<file path="config.mk">
export PLATFORM = sky130hd
export DESIGN_NAME = wb_commit_stage_flat
export DESIGN_NICKNAME = d
export VERILOG_FILES = /design/src/rtl/wb_commit_stage_if.sv /design/src/rtl/wb_commit_stage.sv /design/src/flat_wrapper.sv
export SDC_FILE = /design/constraint.sdc
export NUM_CORES = 1
export LEC_CHECK = 0
export ABC_AREA = 1
export CORE_MARGIN = 8
export CORE_UTILIZATION = 49
export DETAILED_ROUTE_END_ITERATION = 12
export PLACE_DENSITY_LB_ADDON = 0.3
export SLEW_MARGIN = 20
export SYNTH_ARGS = -nofsm -noshare
export SYNTH_HDL_FRONTEND = slang
export SYNTH_SLANG_ARGS = --single-unit
</file>
<file path="constraint.sdc">
create_clock -name clk -period 5.6 [get_ports clk]
set_input_delay 1.12 -clock clk [delete_from_list [all_inputs] [get_ports clk]]
set_output_delay 1.12 -clock clk [all_outputs]
set_load 0.02 [all_outputs]
</file>
<file path="src/rtl/wb_commit_stage_if.sv">
// Retiring-instruction bundle between the MEM stage (master) and the
// write-back commit stage (slave); ready/valid handshake plus payload.
interface wb_commit_stage_if #(
    parameter int XLEN   = 64,
    parameter int REG_AW = 5
);
    logic              in_valid;
    logic              in_ready;
    logic [XLEN-1:0]   alu_res;
    logic [XLEN-1:0]   pc;
    logic [XLEN-1:0]   imm;
    logic [REG_AW-1:0] rd;
    logic              reg_wen;
    logic [1:0]        wb_sel;
    logic [2:0]        ld_funct3;

    modport master (
        output in_valid, alu_res, pc, imm, rd, reg_wen, wb_sel, ld_funct3,
        input  in_ready
    );

    modport slave (
        input  in_valid, alu_res, pc, imm, rd, reg_wen, wb_sel, ld_funct3,
        output in_ready
    );
endinterface

</file>
<file path="src/rtl/wb_commit_stage.sv">
// Write-back commit stage: selects ALU/load/PC+4/imm, extracts load lanes and
// issues a one-cycle register-file write. Optional load watchdog: WB_LOAD_TIMEOUT_EN.
module wb_commit_stage #(
    parameter int XLEN   = 64,
    parameter int REG_AW = 5
`ifdef WB_LOAD_TIMEOUT_EN
    , parameter int LD_TIMEOUT = 16
`endif
) (
    input  logic              clk,
    input  logic              rst,
    wb_commit_stage_if.slave  mem,
    input  logic [XLEN-1:0]   mem_rdata,
    input  logic              mem_rvalid,
    input  logic              flush,
    output logic              rf_we,
    output logic [REG_AW-1:0] rf_waddr,
    output logic [XLEN-1:0]   rf_wdata,
    output logic              busy
`ifdef WB_LOAD_TIMEOUT_EN
    , output logic            ld_timeout
`endif
);

    typedef enum logic [1:0] {
        IDLE     = 2'd0,
        WAIT_MEM = 2'd1,
        COMMIT   = 2'd2
    } state_t;

    localparam logic [1:0] SEL_ALU  = 2'b00;
    localparam logic [1:0] SEL_LOAD = 2'b01;
    localparam logic [1:0] SEL_PC4  = 2'b10;
    localparam logic [1:0] SEL_IMM  = 2'b11;

    state_t            state, state_nxt;
    logic              accept, load_done, ld_expire;
    logic              commit_we;
    logic [REG_AW-1:0] cap_rd;
    logic              cap_wen;
    logic [2:0]        cap_off, cap_funct3;
    logic [XLEN-1:0]   direct_data;

    // Lane select truncates misaligned offsets to the access size.
    function automatic logic [63:0] load_extract(input logic [63:0] d,
                                                 input logic [2:0]  o,
                                                 input logic [2:0]  f3);
        logic [7:0]  b;
        logic [15:0] h;
        logic [31:0] w;
        b = d[{o, 3'b000} +: 8];
        h = d[{o[2:1], 4'b0000} +: 16];
        w = d[{o[2], 5'b00000} +: 32];
        case (f3)
            3'b000:  return {{56{b[7]}}, b};
            3'b100:  return {56'd0, b};
            3'b001:  return {{48{h[15]}}, h};
            3'b101:  return {48'd0, h};
            3'b010:  return {{32{w[31]}}, w};
            3'b110:  return {32'd0, w};
            3'b011:  return d;
            default: return 64'd0;
        endcase
    endfunction

    always_ff @(posedge clk or posedge rst) begin
        if (rst) state <= IDLE;
        else     state <= state_nxt;
    end

`ifdef WB_LOAD_TIMEOUT_EN
    logic [7:0] ld_cnt;
`endif

    // NOTE: every signal written here gets a default first, so no path leaves one unassigned and no latch is inferred.
    always_comb begin
        state_nxt = state;
        accept    = 1'b0;
        load_done = 1'b0;
        ld_expire = 1'b0;
        case (state)
            IDLE: begin
                if (mem.in_valid && !flush) begin
                    accept    = 1'b1;
                    state_nxt = (mem.wb_sel == SEL_LOAD) ? WAIT_MEM : COMMIT;
                end
            end
            WAIT_MEM: begin
                if (flush) begin
                    state_nxt = IDLE;
                end else if (mem_rvalid) begin
                    load_done = 1'b1;
                    state_nxt = COMMIT;
                end
`ifdef WB_LOAD_TIMEOUT_EN
                else if (ld_cnt == 8'(LD_TIMEOUT - 1)) begin
                    ld_expire = 1'b1;
                    state_nxt = COMMIT;
                end
`endif
            end
            COMMIT:  state_nxt = IDLE;
            default: state_nxt = IDLE;
        endcase
    end

    always_comb begin
        direct_data = mem.alu_res;
        case (mem.wb_sel)
            SEL_PC4: direct_data = mem.pc + XLEN'(4);
            SEL_IMM: direct_data = mem.imm;
            default: direct_data = mem.alu_res;
        endcase
    end

    assign mem.in_ready = (state == IDLE);
    assign busy         = (state != IDLE);
    // Address/data are registered on COMMIT entry; flush can still veto the
    // enable during the COMMIT cycle itself, hence the late gating.
    assign rf_we        = (state == COMMIT) && commit_we && !flush;

    // NOTE: sequential state uses non-blocking assignments so every register samples pre-edge values.
    always_ff @(posedge clk or posedge rst) begin
        if (rst) begin
            commit_we  <= 1'b0;
            rf_waddr   <= '0;
            rf_wdata   <= '0;
            cap_rd     <= '0;
            cap_wen    <= 1'b0;
            cap_off    <= '0;
            cap_funct3 <= '0;
        end else begin
            if (accept) begin
                cap_rd     <= mem.rd;
                cap_wen    <= mem.reg_wen;
                cap_off    <= mem.alu_res[2:0];
                cap_funct3 <= mem.ld_funct3;
                if (mem.wb_sel != SEL_LOAD) begin
                    rf_waddr  <= mem.rd;
                    rf_wdata  <= direct_data;
                    commit_we <= mem.reg_wen && (mem.rd != '0);
                end
            end
            if (load_done || ld_expire) begin
                rf_waddr  <= cap_rd;
                rf_wdata  <= load_done ? load_extract(mem_rdata, cap_off, cap_funct3) : '0;
                commit_we <= cap_wen && (cap_rd != '0);
            end
        end
    end

`ifdef WB_LOAD_TIMEOUT_EN
    always_ff @(posedge clk or posedge rst) begin
        if (rst) begin
            ld_cnt     <= '0;
            ld_timeout <= 1'b0;
        end else begin
            ld_timeout <= ld_expire;
            if (accept)
                ld_cnt <= '0;
            else if (state == WAIT_MEM && !mem_rvalid)
                ld_cnt <= ld_cnt + 8'd1;
        end
    end
`endif

endmodule

</file>
<file path="src/flat_wrapper.sv">
// flat-port wrapper written by rule: the top's interface ports become plain ports
module wb_commit_stage_flat 
#(
    parameter int XLEN   = 64,
    parameter int REG_AW = 5

)
  (clk, rst, mem_rdata, mem_rvalid, flush, rf_we, rf_waddr, rf_wdata, busy, mem_in_valid, mem_alu_res, mem_pc, mem_imm, mem_rd, mem_reg_wen, mem_wb_sel, mem_ld_funct3, mem_in_ready);
  wb_commit_stage_if #(.XLEN(XLEN), .REG_AW(REG_AW)) mem_i ();
  input  logic clk;
  input  logic rst;
  input  logic [XLEN-1:0] mem_rdata;
  input  logic mem_rvalid;
  input  logic flush;
  output logic rf_we;
  output logic [REG_AW-1:0] rf_waddr;
  output logic [XLEN-1:0] rf_wdata;
  output logic busy;
  input wire logic [$bits(mem_i.in_valid)-1:0] mem_in_valid;
  input wire logic [$bits(mem_i.alu_res)-1:0] mem_alu_res;
  input wire logic [$bits(mem_i.pc)-1:0] mem_pc;
  input wire logic [$bits(mem_i.imm)-1:0] mem_imm;
  input wire logic [$bits(mem_i.rd)-1:0] mem_rd;
  input wire logic [$bits(mem_i.reg_wen)-1:0] mem_reg_wen;
  input wire logic [$bits(mem_i.wb_sel)-1:0] mem_wb_sel;
  input wire logic [$bits(mem_i.ld_funct3)-1:0] mem_ld_funct3;
  output wire logic [$bits(mem_i.in_ready)-1:0] mem_in_ready;
  assign mem_i.in_valid = mem_in_valid;
  assign mem_i.alu_res = mem_alu_res;
  assign mem_i.pc = mem_pc;
  assign mem_i.imm = mem_imm;
  assign mem_i.rd = mem_rd;
  assign mem_i.reg_wen = mem_reg_wen;
  assign mem_i.wb_sel = mem_wb_sel;
  assign mem_i.ld_funct3 = mem_ld_funct3;
  assign mem_in_ready = mem_i.in_ready;
  wb_commit_stage #(.XLEN(XLEN), .REG_AW(REG_AW)) u_core (.clk(clk), .rst(rst), .mem(mem_i), .mem_rdata(mem_rdata), .mem_rvalid(mem_rvalid), .flush(flush), .rf_we(rf_we), .rf_waddr(rf_waddr), .rf_wdata(rf_wdata), .busy(busy));
endmodule
</file>
==> results of run 1 <==
[metal layers]
layer  up-vias  GRT usage [%]  wire (um)
li1       5856              -          -
met5         -              0          0
met1      5895          46.21      16880
met2      1106          61.64      21180
met3       201          11.09       6261
met4         0          25.99       3312
[where the power goes]
group,internal (mW),total [mW],switching [mW]
sequential,0.743,0.882,0.139
clock,0.313,0.617,0.304
combinational,0.610,1.42,0.814
total,1.67,2.92,1.26
[area by class of cell]
| type | count | area share [%] |
|---|---|---|
| Antenna cell | 2 | 0.03905 |
| Sequential cell | 84 | 16.40 |
| Tap cell | 229 | 2.236 |
| Timing Repair Buffer | 353 | 27.38 |
| Clock buffer | 9 | 1.757 |
| Multi-Input combinational cell | 1275 | 46.52 |
| Inverter | 174 | 5.116 |
| Clock inverter | 7 | 0.5468 |
[worst min path at each step]
stage	to	slack, ns	cells past startpoint
after floorplan	u_core.commit_we	0.47	2
after global placement	u_core.rf_wdata[32]	0.47	2
after detailed placement	u_core.rf_wdata[28]	0.47	2
after CTS	u_core.rf_wdata[28]	0.49	2
after global routing	u_core.rf_wdata[28]	0.53	2
final	u_core.rf_wdata[23]	0.49	2
[cell usage after synthesis, types with 9 or more instances]
library cell  number
nand2_1          515
nor2_1           194
inv_1            165
nand3_1          152
a21oi_1          133
o21ai_0          105
dfrtp_1           84
clkbuf_1          50
a22o_1            36
nand4_1           28
buf_2             27
o211ai_1          14
a31oi_1           11
a221oi_1           9
o21ai_1            9
[flip-flops by register name, indices dropped and copies added, names as in the netlist]
| name | cells |
|---|---|
| u_core.commit_we | 1 |
| u_core.state | 2 |
| u_core.rf_waddr | 5 |
| u_core.cap_funct3 | 3 |
| u_core.rf_wdata | 64 |
| u_core.cap_off | 3 |
| u_core.cap_wen | 1 |
| u_core.cap_rd | 5 |
[worst max-delay path: stages]
cell,delay [ns]
clkdlybuf4s50_1,0.68
clkinv_1,0.76
buf_4,0.55
a221oi_1,0.46
nand2_1,0.14
nand2_1,0.09
a21oi_1,0.09
[cell families after synthesis]
kind of cell	share of synthesized area, %
AND/OR/NAND/NOR	43.40
AO/OA/AOI/OAI	21.46
buffers and inverters	11.30
flip-flops	23.16
XOR/XNOR	0.2895
multiplexers	0.2481
adder cells (fa/ha/maj)	0.1378
[through the flow]
stage          hold slack, ns  power, mW  area [um^2]
6_report               0.4923      2.923        12810
5_1_grt                0.5251      3.039        12810
3_5_place_dp           0.4692      2.267        12510
4_1_cts                0.4915      2.883        12810
2_1_floorplan          0.4663      1.561         9077
3_3_place_gp           0.4669      2.244        12510
==> results.json, run 1 <==
{
  "status": "completed",
  "clock.fmax_ghz": 0.2716,
  "tightest_slew_ns": 1.012,
  "synth_top_area_cell": "dfrtp_1",
  "post_cts_buffers": 0,
  "yosysUniqueCellTypes": 43,
  "setup_tns_ns": 0,
  "firstDrtPassIters": 8,
  "worstSetupStartpointType": "primary input",
  "grt_max_degree": 72,
  "multiInputGateArea_um2": 5962,
  "cts_sinks": 84,
  "htree_levels": 3,
  "pwr_density_cell_nw_per_um2": 228.1,
  "grt_first_pass_wirelength_um": 70970,
  "p_leak_nw": 5.920,
  "hold_buffers": 0,
  "rrSetupSlack_ns": 1.92,
  "final_common_cell": "nand2_1",
  "place_congestion": 1.063,
  "synth_nets": 1890,
  "core.rowCount": 49,
  "hold_class": "flip-flop to flip-flop",
  "vias_per_cell": 6.122,
  "post_synth_inst_count": 1617,
  "finalWorstSetupSlack_ns": 1.918,
  "async_reset_ff_share_pct": 100.0,
  "ant_nets": 0,
  "synth_top_area_share_pct": 23.16,
  "min_period_ns": 3.682,
  "synth_area_leaders": "dfrtp_1 23%, nand2_1 21%, nand3_1 8.4%",
  "slew_headroom_pct": 32.46,
  "grtUsageTotal_pct": 39.22,
  "cts-buffers-inserted": 9,
  "dp.cells": 2115,
  "drv_cap": 0,
  "grt_pass1_vias": 12300,
  "synth_edf_count": 0,
  "r2r_end": "u_core.rf_wdata[26]",
  "syn-cell-area_um2": 9077,
  "vias": 13060,
  "layout.nets": 2170,
  "overflow": 0,
  "antenna_found_initial": 2,
  "crit_arrival_ns": 3.92,
  "io_pins": 344,
  "critPathRequiredTime_ns": 5.84,
  "syn_avg_cell_area_um2": 5.614,
  "synth_flop_cell": "dfrtp_1",
  "setup_viol_count_final": 0,
  "post_cts_resized": 0,
  "finalCritPeriodShare_pct": 65.75,
  "die_h_um": 152.1,
  "cts.reportedPaths.clkPinSlew_ns": 0.08,
  "seqCellArea_um2": 2102,
  "place_ws_ns": 1.682,
  "final_cell_mix": "515 x nand2_1, 343 x clkdlybuf4s50_1, 193 x nor2_1, 164 x inv_1, 151 x nand3_1",
  "dieArea_um2": 23140,
  "ir_drop_v": 0.0001928,
  "drive_gt1_share_pct": 3.943,
  "endpoint": "u_core.rf_wdata[35]",
  "wire_per_inst_um": 22.33,
  "reg2reg_depth": 11,
  "worstHoldStart": "u_core.rf_wdata[23]",
  "first_iter_violations": 1793,
  "synth.yosys.warnings": 0,
  "hold_viol": 0,
  "rsz0062_at_grt": "false",
  "final_util_pct": 70.85,
  "coreArea_um2": 18090,
  "ys_seq_area_share_pct": 23.16,
  "die_w_um": 152.1,
  "critPathKind": "primary input to flip-flop",
  "maxSlewViolCount": 0,
  "start_util_pct": 50.19,
  "hpwl_um": 38370,
  "area_delta_synth_final_pct": 41.17,
  "clockBufferDepth": 2,
  "drc_errors": 0,
  "clock-root-buffer": "clkbuf_16",
  "fillers": 1606,
  "r2r_start": "u_core.cap_off[1]",
  "io_buffers": 343,
  "cts_tree": "done",
  "crit_path_end_kind": "flip-flop",
  "finalNonFillerCells": 2133,
  "finClkSkew_ns": 0.01372,
  "drt-total-wl_um": 47630,
  "clock_latency_ns": 0.36,
  "ys_seq_elements": 84,
  "worstPathMaxFanout": 33,
  "crit_start": "mem_wb_sel[1]"
}
No activity file was read; power rests on OpenSTA's default activity.
==> run 2, diff against run 1 <==
--- a/config.mk
+++ b/config.mk
@@ -7,7 +7,7 @@
 export LEC_CHECK = 0
 export ABC_AREA = 1
 export CORE_MARGIN = 8
-export CORE_UTILIZATION = 49
+export CORE_UTILIZATION = 46
 export DETAILED_ROUTE_END_ITERATION = 12
 export PLACE_DENSITY_LB_ADDON = 0.3
 export SLEW_MARGIN = 20
==> constraint.sdc (replaced) <==
create_clock -name clk -period 3.7 [get_ports clk]
set_input_delay 0.74 -clock clk [delete_from_list [all_inputs] [get_ports clk]]
set_output_delay 0.74 -clock clk [all_outputs]
set_load 0.02 [all_outputs]
==> run 2 against run 1 <==
  * First-iteration DRC count fell by 11%
  * Highest routed layer unchanged
  * Routed wire length rose by 2.9%
  * Combinational power rose by 56%
  * Count of clock-buffer cells in the layout unchanged
  * Sequential cell count is the same
  * Worst hold slack worse by 0.0043 ns
  * Clock skew down 0.0064 ns
  * Die area up 5.8%
==> results.json, run 2 (same netlist as run 1, synthesis figures left out) <==
{
  "clock.fmax_ghz": 0.3373,
  "cts.reportedPaths.clkPinSlew_ns": 0.08,
  "cp_num_buf_inv": 3,
  "post_cts_buffers": 0,
  "p_leak_nw": 6.020,
  "status": "completed",
  "gr-usage-met2_pct": 62.07,
  "r2r_start": "u_core.cap_funct3[0]",
  "met1_usage_pct": 46.80,
  "grt_max_degree": 69,
  "grt.busiest_layer": "met2",
  "finClkSkew_ns": 0.007345,
  "path_common_cell": "nand2_1",
  "grt_pass1_vias": 12270,
  "io_buffers": 343,
  "final_cell_mix": "515 x nand2_1, 343 x clkdlybuf4s50_1, 193 x nor2_1, 164 x inv_1, 151 x nand3_1",
  "seqCellArea_um2": 2102,
  "crit_chain": "clkdlybuf4s50_1, nand2_1, inv_1, buf_12, nand3_1, nand3_1, nand2_1, nand2_1, nand2_1, nand2_1",
  "crit_family": "buffers and inverters",
  "hold_viol": 0,
  "cts-buffers-inserted": 9,
  "clock_latency_ns": 0.36,
  "vias": 13020,
  "critPathRequiredTime_ns": 4.01,
  "fillers": 1781,
  "finalCritPeriodShare_pct": 80.13,
  "die_h_um": 156.5,
  "overflow": 0,
  "grtUsageTotal_pct": 38.87,
  "setup_tns_ns": 0,
  "crit_arrival_ns": 3.27,
  "clockBufferDepth": 2,
  "reg2reg_depth": 7,
  "io_pins": 344,
  "hpwl_um": 40150,
  "rsz0062_at_grt": "false",
  "place_congestion": 1.052,
  "htree_levels": 3,
  "maxSlewViolCount": 0,
  "worstSetupStartpointType": "primary input",
  "cts_sinks": 84,
  "clock-root-buffer": "clkbuf_16",
  "critPathKind": "primary input to flip-flop",
  "pwr_density_cell_nw_per_um2": 344.2,
  "die_w_um": 156.5,
  "place_area_um2": 12720,
  "firstDrtPassIters": 8,
  "wire_per_inst_um": 22.47,
  "totalPowerFinal_mw": 4.484,
  "worstHoldStart": "u_core.rf_wdata[27]",
  "hold_buffers": 0,
  "slew_headroom_pct": 47.08,
  "core.rowCount": 51,
  "ant_nets": 0,
  "hold_class": "flip-flop to flip-flop",
  "reg_top3": "u_core.rf_wdata (64), u_core.cap_rd (5), u_core.rf_waddr (5)",
  "place_ws_ns": 0.4219,
  "diodes": 0,
  "worstPathMaxFanout": 50,
  "first_iter_violations": 1604,
  "largest_reg_flops": 64,
  "finalWorstSetupSlack_ns": 0.7351,
  "top_register": "u_core.rf_wdata",
  "coreArea_um2": 19400,
  "r2r_end": "u_core.rf_wdata[11]",
  "hold_path_depth": 2,
  "fin_area_um2": 13030,
  "max_stage_delay_ns": 0.72,
  "vias_per_cell": 5.966,
  "cts_tree": "done",
  "min_period_ns": 2.965,
  "dieArea_um2": 24480,
  "ir_drop_v": 0.0002935,
  "final_common_cell": "nand2_1",
  "antenna_found_initial": 0,
  "min_to": "u_core.rf_wdata[27]",
  "rrSetupSlack_ns": 1.03,
  "post_cts_resized": 0,
  "drv_cap": 0,
  "area_delta_synth_final_pct": 43.51,
  "setup_viol_count_final": 0,
  "use_met3_pct": 10.45,
  "start_util_pct": 46.79,
  "drc_errors": 0,
  "tightest_slew_ns": 0.7938,
  "drt-total-wl_um": 49020,
  "multiInputGateArea_um2": 5962,
  "slowest_stage": "clkdlybuf4s50_1",
  "layout.nets": 2185,
  "grt_first_pass_wirelength_um": 72390,
  "drive_gt1_share_pct": 4.695,
  "crit_path_end_kind": "flip-flop"
}
-- run 2: per-stage QoR --
| stage | util, % | std cells | hold slack [ns] |
|---|---|---|---|
| floorplan | - | 1617 | 0.4663 |
| global placement | 65.58 | 2166 | 0.4649 |
| detailed placement | 65.58 | 2166 | 0.4721 |
| CTS | 67.16 | 2182 | 0.4918 |
| global route | 67.16 | 2182 | 0.5023 |
| finish | 67.16 | 2182 | 0.4880 |
-- run 2: final cells by class --
cell class / count / area share (%)
Inverter: 174 / 5.023
Timing Repair Buffer: 368 / 28.18
Clock inverter: 7 / 0.6243
Clock buffer: 9 / 1.729
Sequential cell: 84 / 16.14
Tap cell: 265 / 2.545
Multi-Input combinational cell: 1275 / 45.76
-- run 2: power by group --
part / internal [mW] / switching, mW / total [mW]
clock: 0.482 / 0.482 / 0.965
combinational: 0.949 / 1.27 / 2.22
sequential: 1.12 / 0.174 / 1.30
-- run 2: worst max-delay path by stage --
stage / cells after the start / slack, ns / endpoint / from
after floorplan: 1 / 0.79 / u_core.cap_funct3[0] / rst
after global placement: 10 / 0.44 / u_core.rf_wdata[23] / mem_wb_sel[1]
after detailed placement: 13 / 0.42 / u_core.rf_wdata[34] / mem_pc[2]
after CTS: 13 / 0.79 / u_core.rf_wdata[34] / mem_pc[2]
after global routing: 13 / 0.60 / u_core.rf_wdata[34] / mem_pc[2]
final: 10 / 0.74 / u_core.rf_wdata[23] / mem_wb_sel[1]
-- run 2: layer usage --
layer | wire length, um | up-vias
met1 | 18100 | 5948
met2 | 21940 | 1027
li1 | - | 5890
met5 | 0 | -
met4 | 2788 | 0
met3 | 6192 | 152
-- run 2: tightest hold or removal path: stages (launching register included) --
cell and delay (ns):
dfrtp_1 0.35, nand2_1 0.05, nand2_1 0.06
